==> config.mk <==
export PLATFORM = sky130hd
export DESIGN_NAME = prog_updown_counter_flat
export DESIGN_NICKNAME = d
export VERILOG_FILES = /design/src/rtl/prog_updown_counter_if.sv /design/src/rtl/prog_updown_counter.sv /design/src/flat_wrapper.sv
export SDC_FILE = /design/constraint.sdc
export NUM_CORES = 1
export LEC_CHECK = 0
export ABC_AREA = 1
export ABC_CLOCK_PERIOD_IN_PS = 1700
export CORE_ASPECT_RATIO = 1.1
export CORE_MARGIN = 3
export CORE_UTILIZATION = 31
export DETAILED_ROUTE_END_ITERATION = 10
export DONT_BUFFER_PORTS = 1
export GPL_TIMING_DRIVEN = 0
export SYNTH_ARGS = -nofsm -noshare
export SYNTH_HDL_FRONTEND = slang
export SYNTH_SLANG_ARGS = --single-unit
==> constraint.sdc <==
create_clock -name CLK -period 1.7 [get_ports CLK]
set_input_delay 0.34 -clock CLK [delete_from_list [all_inputs] [get_ports CLK]]
set_output_delay 0.34 -clock CLK [all_outputs]
set_load 0.05 [all_outputs]
==> src/rtl/prog_updown_counter_if.sv <==
// prog_updown_counter_if: data, control and status bundle of the
// programmable up/down counter.
interface prog_updown_counter_if #(
  parameter int WIDTH = 8
);
  logic [WIDTH-1:0] D;
  logic             LOAD_n;
  logic             CTEN_n;
  logic             DOWN_UP_n;
  logic [WIDTH-1:0] Q;
  logic             MAX_MIN;
  logic             RCO_n;
  logic             OVF;

  modport master (
    output D,
    output LOAD_n,
    output CTEN_n,
    output DOWN_UP_n,
    input  Q,
    input  MAX_MIN,
    input  RCO_n,
    input  OVF
  );

  modport slave (
    input  D,
    input  LOAD_n,
    input  CTEN_n,
    input  DOWN_UP_n,
    output Q,
    output MAX_MIN,
    output RCO_n,
    output OVF
  );
endinterface

==> src/rtl/prog_updown_counter.sv <==
// prog_updown_counter: mod-N up/down counter, wrap or saturate.
// Q/OVF registered; MAX_MIN and RCO_n combinational for cascading.
module prog_updown_counter #(
  parameter int WIDTH    = 8,
  parameter int MODULUS  = 2**WIDTH,
  parameter bit SATURATE = 1'b0
) (
  input logic                CLK,
  input logic                RESET,
  prog_updown_counter_if.slave bus
);
  localparam int XW = WIDTH + 1;
  localparam logic [XW-1:0] LP_MOD = XW'(MODULUS);
  localparam logic [XW-1:0] LP_TOP = XW'(MODULUS - 1);
  localparam logic [WIDTH-1:0] LP_TOP_Q = WIDTH'(MODULUS - 1);

  logic [WIDTH-1:0] r_q;
  logic             r_ovf;

  logic [XW-1:0]    w_q_x;
  logic [XW-1:0]    w_d_x;
  logic [XW-1:0]    w_tc;
  logic             w_down;
  logic             w_at_tc;
  logic             w_load;
  logic             w_count;
  logic [WIDTH-1:0] w_load_val;
  logic [WIDTH-1:0] w_step_val;
  logic [WIDTH-1:0] w_q_nxt;
  logic             w_ovf_nxt;

  // Extra top bit keeps the compare exact when MODULUS = 2**WIDTH.
  assign w_down  = bus.DOWN_UP_n;
  assign w_q_x   = {1'b0, r_q};
  assign w_d_x   = {1'b0, bus.D};
  assign w_tc    = w_down ? '0 : LP_TOP;
  assign w_at_tc = (w_q_x == w_tc);
  assign w_load  = ~bus.LOAD_n;
  assign w_count = ~bus.CTEN_n;

  assign w_load_val = (w_d_x < LP_MOD) ? bus.D : LP_TOP_Q;

  always_comb begin
    w_step_val = r_q;
    if (!w_at_tc) begin
      w_step_val = w_down ? r_q - WIDTH'(1)
                          : r_q + WIDTH'(1);
    end else if (!SATURATE) begin
      w_step_val = w_down ? LP_TOP_Q : '0;
    end
  end

  always_comb begin
    w_q_nxt   = r_q;
    w_ovf_nxt = 1'b0;
    if (w_load) begin
      w_q_nxt = w_load_val;
    end else if (w_count) begin
      w_q_nxt   = w_step_val;
      w_ovf_nxt = w_at_tc;
    end
  end

  always_ff @(posedge CLK) begin
    if (RESET) begin
      r_q   <= '0;
      r_ovf <= 1'b0;
    end else begin
      r_q   <= w_q_nxt;
      r_ovf <= w_ovf_nxt;
    end
  end

  assign bus.Q       = r_q;
  assign bus.OVF     = r_ovf;
  assign bus.MAX_MIN = w_at_tc;
  assign bus.RCO_n   = ~(w_at_tc & w_count);
endmodule
==> src/flat_wrapper.sv <==
// flat-port wrapper written by rule: the top's interface ports become plain ports
module prog_updown_counter_flat 
#(
  parameter int WIDTH    = 8,
  parameter int MODULUS  = 2**WIDTH,
  parameter bit SATURATE = 1'b0
)
  (CLK, RESET, bus_D, bus_LOAD_n, bus_CTEN_n, bus_DOWN_UP_n, bus_Q, bus_MAX_MIN, bus_RCO_n, bus_OVF);
  prog_updown_counter_if #(.WIDTH(WIDTH)) bus_i ();
  input logic CLK;
  input logic RESET;
  input wire logic [$bits(bus_i.D)-1:0] bus_D;
  input wire logic [$bits(bus_i.LOAD_n)-1:0] bus_LOAD_n;
  input wire logic [$bits(bus_i.CTEN_n)-1:0] bus_CTEN_n;
  input wire logic [$bits(bus_i.DOWN_UP_n)-1:0] bus_DOWN_UP_n;
  output wire logic [$bits(bus_i.Q)-1:0] bus_Q;
  output wire logic [$bits(bus_i.MAX_MIN)-1:0] bus_MAX_MIN;
  output wire logic [$bits(bus_i.RCO_n)-1:0] bus_RCO_n;
  output wire logic [$bits(bus_i.OVF)-1:0] bus_OVF;
  assign bus_i.D = bus_D;
  assign bus_i.LOAD_n = bus_LOAD_n;
  assign bus_i.CTEN_n = bus_CTEN_n;
  assign bus_i.DOWN_UP_n = bus_DOWN_UP_n;
  assign bus_Q = bus_i.Q;
  assign bus_MAX_MIN = bus_i.MAX_MIN;
  assign bus_RCO_n = bus_i.RCO_n;
  assign bus_OVF = bus_i.OVF;
  prog_updown_counter #(.WIDTH(WIDTH), .MODULUS(MODULUS), .SATURATE(SATURATE)) u_core (.CLK(CLK), .RESET(RESET), .bus(bus_i));
endmodule
After elaboration in Yosys (flattened, before gate mapping)

Index checks and enable logic that the tools add are counted.

$add $sub $neg: 2
$lt $le $gt $ge: 1
Equality and inequality tests: 2
Mux-type cells: 7
Bitwise gates (word level): 4
Reduce and logical (&&, ||, !) cells: 1

Operator list:

| operator            | count |
|---|---|
| $mux 8              | 7 |
| $eq 8x9->1          | 1 |
| $lt 8x9->1 const B  | 1 |
| $add 8x1->8 const B | 1 |
| $sub 8x1->8 const B | 1 |
| $not 1->1           | 3 |
| $reduce_or 3->1     | 1 |
| $ne 2x2->1 const B  | 1 |
| $and 1x1->1         | 1 |

Bits in registers: 9
Input bits: 13
Output and inout bits: 11
Logic and storage cells: 19

Logic depth before layout (Yosys ltp)

Gate-level depths: netlist of run 1.

Word-level depth: 5
Depth in mapped cells: 10
Gate-level depth less buffers: 10

Worst setup path before layout of run 1

No wires, ideal clock.

Kind: register to output
Start: register u_core.r_q[4] (netlist: u_core.bus.Q[4])
End: output bus_RCO_n
Arrival: 1633 ps
Required time: 1360 ps
Setup slack: -273 ps
Cell stages (with the launch flop): 6
Buffers on the path: 0
Cells stage by stage: dfxtp_1 > ha_1 > nand2_2 > nor2_4 > nand4_4 > or2_4

Word-level cells in the longest chain between the ends: 3

RTL lines:

| what                   | RTL line                  | text |
|---|---|---|
| from (decl)            | prog_updown_counter.sv:17 | `logic [WIDTH-1:0] r_q;` |
| from (signal assigned) | prog_updown_counter.sv:69 | `r_q <= w_q_nxt;` |
| $eq 8x9->1             | prog_updown_counter.sv:37 | `assign w_at_tc = (w_q_x == w_tc);` |
| $and 1x1->1            | prog_updown_counter.sv:77 | `assign bus.RCO_n = ~(w_at_tc & w_count);` |
| $not 1->1              | prog_updown_counter.sv:77 |  |
| to (decl)              | flat_wrapper.sv:18        | `output wire logic [$bits(bus_i.RCO_n)-1:0] bus_RCO_n;` |

Every way passes these cells.

Worst setup path in the final report of run 1

Start: register u_core.r_q[5] (netlist: u_core.bus.Q[5])
End: output bus_RCO_n

Same word-level chain as after synthesis.

==> out/metrics.csv, run 1 <==
stage;metric;value;unit
outcome;status;complete, but fails checks;
outcome;failing checks;negative setup slack;
timing;Clock Skew;0.00349;ns
clock_tree;Clk pin slew, worst setup/hold paths;0.07;ns
timing;setup slack after layout;-0.247;ns
routing;via-per-instance ratio;5.16;
synth;Ys Warns;0;
timing;Final Hold Fails;0;
routing;Remaining DRCs;0;
placed_design;DP HPWL;1730;µm
routing;initial drt markers;9;
routing;final WL;2170;µm
power;PD cells;741;nW/µm²
clock_tree;hold buffer count at CTS;0;
synth;Commonest cells post-synth;nand2_1, inv_1, nor2_1;
synth;post-synth top area cell;dfxtp_1;
clock_tree;clk root buf;clkbuf_4;
synth;post-synthesis sequential area ratio;20.0;%
clock_tree;CTS Buffer Depth;2;
flow_run;maxcap violations;0;
timing;Max-slew headroom;67.5;%
cells_and_area;Nets;157;
routing;drt pass-1 iters;4;
die;Die Wd;57.4;µm
timing;final setup vio count;7;
timing;fmax;0.514;GHz
die;die height;62.6;µm
synth;Post-synth ARST share;0;%
clock_tree;CTS tree;built;
min_path;kind of path behind the tightest hold check;in2reg;
setup_path;critical path arrival;1.61;ns
timing;Final Max Tran Viols;0;
grt;largest net degree at the start of global routing;11;
power;P_leak;0.533;nW
clock_tree;Skew-Pair Late Insertion Delay;0.27;ns
synth;Mapped Area;902;µm²
grt;GRT overflow;0;
grt;vias in the first global route;872;
clock_tree;CTS sink count;9;
synth;dominant cells by area after synthesis;dfxtp_1, nand2_1, ha_1;
cells_and_area;layout cells sized above 1;33.8;%
placed_design;post-placement setup slack;-0.109;ns
die;Initial Util;34.2;%
setup_path;Max FO, Critical Path;3;
synth;Synth cell types;31;
synth;most frequent cell after synthesis;nand2_1;
grt;Total GRT Usage;13.1;%
cells_and_area;ant diodes;0;
clock_tree;H-tree depth;1;
routing;vias;862;
synth;Synth top area share;20.0;%
routing;Routed Antenna Nets;0;
die;Ports;24;
timing;Fin Setup TNS;-0.842;ns
placed_design;routability congestion estimate;0.791;
cells_and_area;P&R area growth vs syn;23.7;%
synth;number of synthesized register bits;9;
placed_design;Port Buffers;0;
setup_path;Setup CP Type;reg2out;
synth;Main synth FF type;dfxtp_1;
timing;fin crit period;1.95;ns
grt;first-pass GRT wire length;3840;µm
grt;number of antenna violations at the first check in global routing;0;
timing;Slew @ Worst Pin;0.487;ns
die;row cnt;19;
synth;Synthesized Nets;147;
synth;Syn Inst Count;127;
synth;Post-synth EDFFs;0;
clock_tree;CTS Buf Count;3;
die;total die area;3590;µm²
setup_path;Worst setup SP type;register;
routing;drt wl/cell;13.0;µm
setup_path;WP data required;1.36;ns
power;Peak VDD IR;0.406;mV
synth;Mapped Avg Cell Area;7.10;µm²
setup_path;Critical Path Sink Type;primary output;
die;core area;2640;µm²
timing;RSZ-0062 raised after global routing;true;
timing;period utilization;115;%
logic make-up after synthesis:
group | Yosys count | share of synthesized area, %
adders and majority gates | 7 | 10.5
buffers and inverters | 19 | 8.46
and+or+nand+nor | 73 | 45.8
DFF | 9 | 20.0
xor gates and xnor gates | 1 | 0.971
AOI/OAI and AO/OA | 18 | 14.3
registers in the layout, summed over array words and instances (netlist names):
register / flops
u_core.bus.Q: 8
u_core.bus.OVF: 1
path summary, 6_finish.rpt:
check / from / slack (ns) / cells after the start / endpoint
max: u_core.bus.Q[5] / -0.25 / 5 / bus_RCO_n
min: RESET / 0.11 / 1 / u_core.bus.Q[5]
max reg2reg: u_core.bus.Q[5] / -0.08 / 9 / u_core.bus.Q[4]
min reg2reg: u_core.bus.Q[5] / 0.61 / 2 / u_core.bus.Q[5]
where the power goes:
part / switching, W / internal, W
Clock: 0.0000852 / 0.0000908
Sequential: 0.0000927 / 0.000233
Combinational: 0.000177 / 0.000148
Total: 0.000355 / 0.000472
critical path, cell delays in order, from the launching register on:
cell and delay, ns:
dfxtp_4 0.42, ha_4 0.30, nand2_4 0.05, nor2_4 0.15, nand4_4 0.10, or2_4 0.32
metrics by stage:
step,std cells,cell area (µm²),power [W],hold WS (ns),util (%)
floorplan,127,991,0.000584,0.399,-
global placement,158,1030,0.000628,0.402,39.0
detailed placement,158,1030,0.000635,0.404,39.0
CTS,166,1090,0.000828,0.113,41.5
global route,167,1120,0.000890,0.109,42.3
finish,167,1120,0.000827,0.115,42.3
final cells by class:
class                           instances  area (µm²)
Fill cell                             282        1520
Multi-Input combinational cell         99         728
Sequential cell                         9         205
Inverter                               18        68.8
Timing Repair Buffer                    5        41.3
Tap cell                               31        38.8
Clock buffer                            4        26.3
Buffer                                  1        7.51
cell usage in the layout, fill, tap and decap left out, drive strengths merged:
cell type,instances
nand4,2
nor2,14
inv,17
clkbuf,4
fa,1
and2,2
o21ai,2
nand3,10
or2,3
a31oi,1
nand3b,2
ha,6
xor2,1
a21oi,11
nor3,2
o221ai,4
dfxtp,9
clkinv,1
buf,6
nand2,38
timing repair:
item                                    in CTS  in global routing
buffers inserted                             4                  1
endpoints found under the setup margin       7                  9
gates resized for setup                      3                  4
pin swaps                                    8                  3
per-layer routing:
metal | up-vias | track usage [%] | part of all wire (%) | routed length [µm]
met3 | 5 | 2.48 | 4.2 | 92
li1 | 439 | - | - | -
met1 | 399 | 14.5 | 41 | 895
met4 | 0 | 5.22 | 1.8 | 38
met2 | 19 | 23.6 | 53 | 1140
met5 | - | 0 | 0 | 0
Note: power is estimated with default switching activity, not from simulation.
==> run 2: changes to the inputs <==
--- a/config.mk
+++ b/config.mk
@@ -6,7 +6,7 @@
 export NUM_CORES = 1
 export LEC_CHECK = 0
 export ABC_AREA = 1
-export ABC_CLOCK_PERIOD_IN_PS = 1700
+export CAP_MARGIN = 5
 export CORE_ASPECT_RATIO = 1.1
 export CORE_MARGIN = 3
 export CORE_UTILIZATION = 31
==> constraint.sdc (replaced) <==
create_clock -name CLK -period 2.4 [get_ports CLK]
set_input_delay 0.48 -clock CLK [delete_from_list [all_inputs] [get_ports CLK]]
set_output_delay 0.48 -clock CLK [all_outputs]
set_load 0.05 [all_outputs]
==> run 2 against run 1 <==
  * The run now ends clean
  * Register-to-register slack improved by 0.60 ns
  * Final cell count decreased by 3.0%
  * Via count decreased by 6.1%
  * Die area unchanged
  * Setup slack improved by 0.33 ns
  * Clock skew decreased by 0.0011 ns
  * Sequential power is 29% lower
  * Non-clock buffer count fell by 5
  * Critical path depth is the same
  * Largest cell class unchanged
==> out/metrics.csv, run 2 (synthesis gave the netlist of run 1 again) <==
stage;metric;value;unit
timing;Final Max Tran Viols;0;
routing;Remaining DRCs;0;
timing;Max-slew headroom;60.8;%
die;row cnt;19;
cells_and_area;Nets;152;
routing;drt wl/cell;13.2;µm
clock_tree;H-tree depth;1;
cells_and_area;layout cells sized above 1;26.7;%
cells_and_area;Post-Layout Cell Count;162;
die;Ports;24;
outcome;status;completed;
grt;number of antenna violations at the first check in global routing;0;
placed_design;post-placement setup slack;0.103;ns
timing;Slew @ Worst Pin;0.587;ns
setup_path;Critical Path Sink Type;primary output;
placed_design;placed cell count;158;
clock_tree;Post-CTS Setup Inserts;0;
min_path;Hold Path Sink;u_core.bus.Q[7];
timing;fin crit period;2.32;ns
cells_and_area;Final Util;38.5;%
die;Die Wd;57.4;µm
grt;largest net degree at the start of global routing;11;
setup_path;WP data required;1.92;ns
clock_tree;clk root buf;clkbuf_4;
timing;Clock Skew;0.00234;ns
grt;vias in the first global route;775;
cells_and_area;P&R area growth vs syn;12.6;%
cells_and_area;ant diodes;0;
cells_and_area;max reg flops;8;
grt;GRT overflow;0;
flow_run;maxcap violations;0;
placed_design;routability congestion estimate;0.779;
die;core area;2640;µm²
routing;Routed Antenna Nets;0;
grt;first-pass GRT wire length;3530;µm
power;PD cells;548;nW/µm²
timing;Final Hold Fails;0;
timing;setup slack after layout;0.0843;ns
clock_tree;hold buffer count at CTS;0;
routing;final WL;2140;µm
die;total die area;3590;µm²
setup_path;Worst R2R Path Depth;10;
timing;Fin Setup TNS;0;ns
routing;vias;809;
power;Peak VDD IR;0.351;mV
clock_tree;Skew-Pair Late Insertion Delay;0.25;ns
timing;RSZ-0062 raised after global routing;false;
clock_tree;CTS Buffer Depth;2;
timing;final setup vio count;0;
setup_path;Setup CP Type;reg2out;
routing;initial drt markers;29;
setup_path;Max FO, Critical Path;6;
die;die height;62.6;µm
timing;period utilization;96.5;%
power;P_leak;0.497;nW
placed_design;DP HPWL;1730;µm
min_path;worst hold start;RESET;
setup_path;reg-to-reg endpoint;u_core.bus.Q[6];
setup_path;critical path arrival;1.84;ns
min_path;kind of path behind the tightest hold check;in2reg;
die;Initial Util;34.2;%
grt;Total GRT Usage;12.1;%
clock_tree;CTS tree;built;
cells_and_area;most common cell after layout, fill and taps aside;nand2_1;
timing;fmax;0.432;GHz
routing;drt pass-1 iters;4;
cells_and_area;commonest cells after routing, fill and taps aside;nand2_1, inv_1, nor2_1;
min_path;Hold Path Depth;1;
clock_tree;Clk pin slew, worst setup/hold paths;0.07;ns
placed_design;Port Buffers;0;
clock_tree;CTS sink count;9;
setup_path;Critical R2R Launch;u_core.bus.Q[0];
clock_tree;CTS Buf Count;3;
routing;via-per-instance ratio;4.99;
setup_path;reg-to-reg setup timing slack;0.52;ns
setup_path;Worst setup SP type;register;
==> run 2: cell count changes in the layout (fill, tap and decap cells not counted), moves of 2 or more <==
cell	previous run	this run
a21oi_1	5	7
a21oi_2	5	3
buf_4	5	1
dfxtp_2	2	6
dfxtp_4	6	1
ha_1	1	3
ha_4	5	3
nand2_4	6	4
==> run 2: area by class of cell <==
class                           count  area [µm²]
Fill cell                         273        1620
Multi-Input combinational cell     99         683
Sequential cell                     9         191
Inverter                           18        68.8
Tap cell                           31        38.8
Clock buffer                        4        26.3
Buffer                              1        7.51
==> run 2: what timing repair did <==
action / 4_1_cts / 5_1_grt
pin swaps: 0 / 1
resized for setup: 6 / 6
endpoints found under the setup margin: 2 / 1
==> run 2: critical path, cell delays in order, from the launching register on <==
cell and delay (ns):
dfxtp_2 0.44, ha_4 0.34, nand2_2 0.07, nor2_4 0.18, nand4_4 0.17, or2_4 0.37
==> run 2: report_power, final <==
group	internal, W	switching (W)	total (W)
clock network	0.0000641	0.0000539	0.000118
registers	0.000166	0.0000669	0.000232
logic	0.0000858	0.000120	0.000206
==> run 2: metal layers <==
metal	share of wire (%)	track usage, %	vias up
li1	-	-	424
met1	44	15.9	363
met2	51	20.5	20
met3	4.6	2.07	2
met4	0.42	2.61	0
met5	0	0	-
==> run 2: how the worst max path moves through the flow <==
| stage | startpoint | to | slack (ns) |
|---|---|---|---|
| finish | u_core.bus.Q[5] | bus_RCO_n | 0.08 |
| CTS | u_core.bus.Q[5] | bus_RCO_n | 0.01 |
| global route | u_core.bus.Q[5] | bus_RCO_n | 0.01 |
| global placement | u_core.bus.Q[5] | bus_RCO_n | 0.12 |
| detailed placement | u_core.bus.Q[5] | bus_RCO_n | 0.10 |
| floorplan | u_core.bus.Q[4] | bus_RCO_n | 0.29 |
==> run 2: stage by stage <==
stage | cell area [µm²] | total power (W) | hold WS, ns
after floorplan | 902 | 0.000389 | 0.542
after global placement | 941 | 0.000420 | 0.544
after detailed placement | 941 | 0.000425 | 0.545
after CTS | 975 | 0.000547 | 0.271
after global routing | 1020 | 0.000604 | 0.253
final | 1020 | 0.000557 | 0.275
==> RTL change 1 (config.mk and constraints of run 2) <==
Take the reset off `r_q` and load it in a clocked block of its own.
--- a/src/rtl/prog_updown_counter.sv
+++ b/src/rtl/prog_updown_counter.sv
@@ -63,12 +63,14 @@
 
   always_ff @(posedge CLK) begin
     if (RESET) begin
-      r_q   <= '0;
       r_ovf <= 1'b0;
     end else begin
-      r_q   <= w_q_nxt;
       r_ovf <= w_ovf_nxt;
     end
+  end
+
+  always_ff @(posedge CLK) begin
+    r_q <= w_q_nxt;
   end
 
   assign bus.Q       = r_q;
Function: changed (Yosys sat finds a counterexample within 4 cycles, from zero or initial values and one cycle with RESET high).
==> RTL change 1 against run 2 <==
Utilization is 3.6 points higher. Worst setup slack worse by 410 ps. Largest power group unchanged. Cell area is 3.8% lower. Maximum frequency is 15% lower. Register-to-register slack worse by 410 ps. Combinational power is 52% higher. Critical path type unchanged. Total power is 34% higher. Sequential share of layout area is 7.8 points higher. Sequential cell count stayed put. Area after synthesis is 13% lower. The flow now finishes with violations (negative setup slack). Die area is 12% lower. Via count is 14% lower. Routed wire length is 11% lower.
==> RTL change 1: results (changes against run 2) <==
Outcome
  • Outcome: complete, but fails checks
  • Failing checks: negative setup slack

Worst setup path
  • Delay of the slowest cell on the worst path: 630 ps (+190 ps)
  • Crit-path max FO: 4 (-2)
  • Crit Reg-Reg Startpoint: u_core.bus.Q[4]
  • R2R cell count: 7 (-3)
  • R2r setup slk: 110 ps (-410 ps)
  • Reg2reg end: u_core.bus.Q[7]
  • Arr. time, crit path: 2240 ps (+400 ps)

Synth
  • Number of synthesized flops with an enable pin: 8 (+8)
  • Syn Inst Count: 108 (-15%)
  • Largest cells by area after synthesis: edfxtp_1 (31%), nand2_1 (15%), ha_1 (9.6%)
  • Synth cell count leaders: nand2_1 (32), inv_1 (16), nor2_1 (11), a21oi_1 (10), edfxtp_1 (8)
  • Top_reg_cell synth: edfxtp_1
  • Yosys cell types: 20 (-35%)

Power and ir drop
  • Lkg Pwr: 0.4632 nW (-6.7%)

Cells and area
  • Ratio of cells with drive above 1 in the final layout: 22.88% (-3.8 points)
  • Fillcell total: 242 (-11%)
  • Nets: 139 (-8.6%)

Routing
  • DR iter-0 viols: 9 (-69%)
  • Met3 routed WL: 76 um (-22%)
  • Wl on met1: 792 um (-16%)
  • DR vias: 699 (-14%)

Timing
  • Worst setup margin: -324.9 ps (-409.2 ps)
  • Hold Slack: 276.0 ps (+0.6040 ps)
  • Worst Tran Pin Value: 617.6 ps (+30.19 ps)
  • Final number of setup-violating endpoints: 1 (+1)
  • Clock skew: 2.453 ps (+0.1148 ps)

Placed design
  • GP Congestion: 0.8562 (+9.9%)
  • DP Worst Slack: -212.8 ps (-315.6 ps)
  • Placed cell area: 868.3 sq um (-7.7%)
  • Post-DP HPWL: 1411 um (-19%)

GRT
  • Wire length of the first global-routing pass: 3325 um (-5.7%)
  • Vias in the first global route: 782 (+0.90%)
  • GRT Overall Usage: 14.54% (+2.4 points)

Min path
  • WHS Endpoint: u_core.bus.OVF
## RTL change 1: cell type report
type / instances / area [sq um] / share of cell area [%]
repair buffers: 6 / 45.04 / 4.609
flip-flops and latches: 9 / 260.3 / 26.63
multi-input cells: 81 / 538.0 / 55.06
inverters: 17 / 66.31 / 6.786
well taps: 30 / 37.54 / 3.841
clock buffers: 4 / 26.28 / 2.689
plain buffers: 1 / 3.754 / 0.3841
## RTL change 1: metrics by stage
| stage | cells | utilization, % |
|---|---|---|
| after floorplan | 108 | - |
| after global placement | 138 | 37.43 |
| final | 148 | 42.13 |
| after CTS | 152 | 43.58 |
| after detailed placement | 138 | 37.43 |
| after global routing | 148 | 42.13 |
## RTL change 1: critical path: cells and delay by family, from the launching register on
| family | cells | cell delay [ps] |
|---|---|---|
| buffers and inverters | 1 | 50 |
| DFF | 1 | 630 |
| and+or+nand+nor | 5 | 890 |
| adders and majority gates | 1 | 400 |
## RTL change 1: power breakdown
| part | total (mW) | internal [mW] | switching [mW] |
|---|---|---|---|
| Sequential | 0.316 | 0.205 | 0.111 |
| Combinational | 0.313 | 0.152 | 0.161 |
| Clock | 0.119 | 0.0642 | 0.0548 |
| Total | 0.748 | 0.421 | 0.327 |
## RTL change 1: logic make-up after synthesis
logic type / share of synthesized area (%)
and+or+nand+nor: 35.42
adders and majority gates: 12.18
DFF: 33.33
buffers and inverters: 8.653
xor gates and xnor gates: 3.366
AOI/OAI and AO/OA: 7.051
## RTL change 1: what timing repair did
| action | in CTS | in global routing |
|---|---|---|
| resized for setup | 8 | 0 |
| setup buffers | 10 | 0 |
| pin swaps | 9 | 3 |
| setup endpoints to repair | 2 | 8 |
## RTL change 1: layer usage
metal  GRT usage [%]  vias to the layer above
li1                -                      365
met4           10.22                        0
met1           16.64                      311
met2           24.22                       16
met5               0                        -
met3           2.025                        7
==> RTL change 2 (config.mk and constraints of run 2) <==
Made on the original files. `WIDTH` is set to 8 in 3 places; all go to 7.
--- a/src/rtl/prog_updown_counter_if.sv
+++ b/src/rtl/prog_updown_counter_if.sv
@@ -1,7 +1,7 @@
 // prog_updown_counter_if: data, control and status bundle of the
 // programmable up/down counter.
 interface prog_updown_counter_if #(
-  parameter int WIDTH = 8
+  parameter int WIDTH = 7
 );
   logic [WIDTH-1:0] D;
   logic             LOAD_n;
--- a/src/rtl/prog_updown_counter.sv
+++ b/src/rtl/prog_updown_counter.sv
@@ -1,7 +1,7 @@
 // prog_updown_counter: mod-N up/down counter, wrap or saturate.
 // Q/OVF registered; MAX_MIN and RCO_n combinational for cascading.
 module prog_updown_counter #(
-  parameter int WIDTH    = 8,
+  parameter int WIDTH    = 7,
   parameter int MODULUS  = 2**WIDTH,
   parameter bit SATURATE = 1'b0
 ) (
--- a/src/flat_wrapper.sv
+++ b/src/flat_wrapper.sv
@@ -1,7 +1,7 @@
 // flat-port wrapper written by rule: the top's interface ports become plain ports
 module prog_updown_counter_flat 
 #(
-  parameter int WIDTH    = 8,
+  parameter int WIDTH    = 7,
   parameter int MODULUS  = 2**WIDTH,
   parameter bit SATURATE = 1'b0
 )
Ports: changed (resized bus_D and bus_Q); port bits go from 24 to 22. The function was not compared with the original's and may differ.
==> RTL change 2 against run 2 <==
Area after synthesis shrank 16%. Critical path depth grew 2. Worst setup slack gained 59 ps. Die area shrank 15%. Via count shrank 5.3%. Sequential cell count shrank 1. Routed wire length shrank 13%. Count of clock-buffer cells in the layout shrank 1. Sequential power shrank 17%. Total power shrank 19%. Cell area shrank 12%. Maximum frequency grew 2.6%. Highest routed layer unchanged.
==> RTL change 2: results (changes against run 2) <==
Power and ir drop
  • Internal power: 266.8 uW (-15%)
  • Pwr dens: 507.0 nW/um^2 (-7.4%)
  • Sequential power: 192 uW (-17%)
  • Combinational group power: 155 uW (-25%)
  • Worst vdd ir: 373.4 uV (+6.4%)
  • Lkg Pwr: 0.4837 nW (-2.6%)

Worst setup path
  • Delay of the slowest cell on the worst path: 410 ps (-30 ps)
  • R2r setup slk: 450 ps (-70 ps)
  • Arr. time, crit path: 1780 ps (-60 ps)
  • R2R cell count: 11 (+1)
  • Crit-path max FO: 9 (+3)
  • Reg2reg end: u_core.bus.Q[4]
  • Critical path launch point: u_core.bus.Q[4]
  • Slowest cell on crit path: dfxtp_4

Timing
  • Worst Tran Pin Value: 528.6 ps (-58.77 ps)
  • Clock skew: 5.615 ps (+3.276 ps)
  • Hold Slack: 273.7 ps (-1.720 ps)
  • Peak Freq: 0.4432 GHz (+2.6%)

Min path
  • WHS Endpoint: u_core.bus.Q[3]
  • Hold Crit Depth: 1 (unchanged)

Synth
  • Yosys cell types: 17 (-45%)
  • Post-Syn Nets: 148 (+0.68%)
  • Largest cells by area after synthesis: nand2_1 (27%), dfxtp_1 (21%), inv_1 (11%)
  • Sequential area share after synthesis: 21.19% (+1.2 points)
  • Synth top area share: 27.32% (+7.3 points)
  • Yosys Warn Count: 0 (unchanged)
  • Synth cell count leaders: nand2_1 (55), inv_1 (23), nand3_1 (12), dfxtp_1 (8)
  • Syn Area/Cell: 5.813 sq um (-18%)

Outcome
  • Outcome: finished, final reports clean

Cells and area
  • Max reg flops: 7 (-1)
  • Ratio of cells with drive above 1 in the final layout: 18.05% (-8.7 points)
  • Fillcell total: 255 (-6.6%)
  • Area occupied by multi-input gates: 563.0 sq um (-18%)

Placed design
  • DP Worst Slack: -31.89 ps (-134.7 ps)
  • IO buf count: 0 (unchanged)
  • Placed cell area: 793.3 sq um (-16%)
  • Post-DP HPWL: 1541 um (-11%)
  • DP Cell Count: 160 (+1.3%)
  • GP Congestion: 0.8333 (+6.9%)

Routing
  • DR vias: 766 (-5.3%)
  • DR iter-0 viols: 11 (-62%)
  • Wl on met1: 797 um (-15%)
  • Post-Route WL: 1866 um (-13%)
  • WL met2: 941 um (-14%)
  • Met3 routed WL: 89 um (-9.2%)
  • Drt wl/cell: 11.45 um (-14%)

Job
  • Max_cap viols: 0 (unchanged)

GRT
  • GRT Overall Usage: 13.92% (+1.8 points)
  • Met1 usage: 17.94% (+2.0 points)
  • GR Util met2: 22.34% (+1.9 points)
  • Vias in the first global route: 756 (-2.5%)
  • Met3 global-route usage: 1.542% (-0.52 points)
  • Wire length of the first global-routing pass: 3243 um (-8.0%)
  • Pin count of the biggest net entering global routing: 10 (-1)
## RTL change 2: what timing repair did
action / CTS / global route
pin swaps: 0 / 1
endpoints found under the setup margin: 2 / 2
resized for setup: 7 / 10
## RTL change 2: worst max-delay path, delay by kind of cell (launching register included)
| family | cells | cell delay (ps) |
|---|---|---|
| and+or+nand+nor | 5 | 710 |
| DFF | 1 | 410 |
| adders and majority gates | 1 | 310 |
| buffers and inverters | 1 | 80 |
## RTL change 2: area by class of cell
type                            instances  share of cell area [%]
Inverter                               24                   10.52
Sequential cell                         8                   19.64
Tap cell                               30                   4.208
Clock buffer                            3                   2.525
Multi-Input combinational cell         98                   63.11
## RTL change 2: logic make-up (layout without fill, tap and decap cells)
group	count (synthesis)	after routing	synth area share [%]
AND/OR/NAND/NOR	81	81	47.02
buffers and inverters	24	27	11.92
AO/OA/AOI/OAI	11	11	8.941
flip-flops	8	8	21.19
adder cells (fa/ha/maj)	6	6	10.93
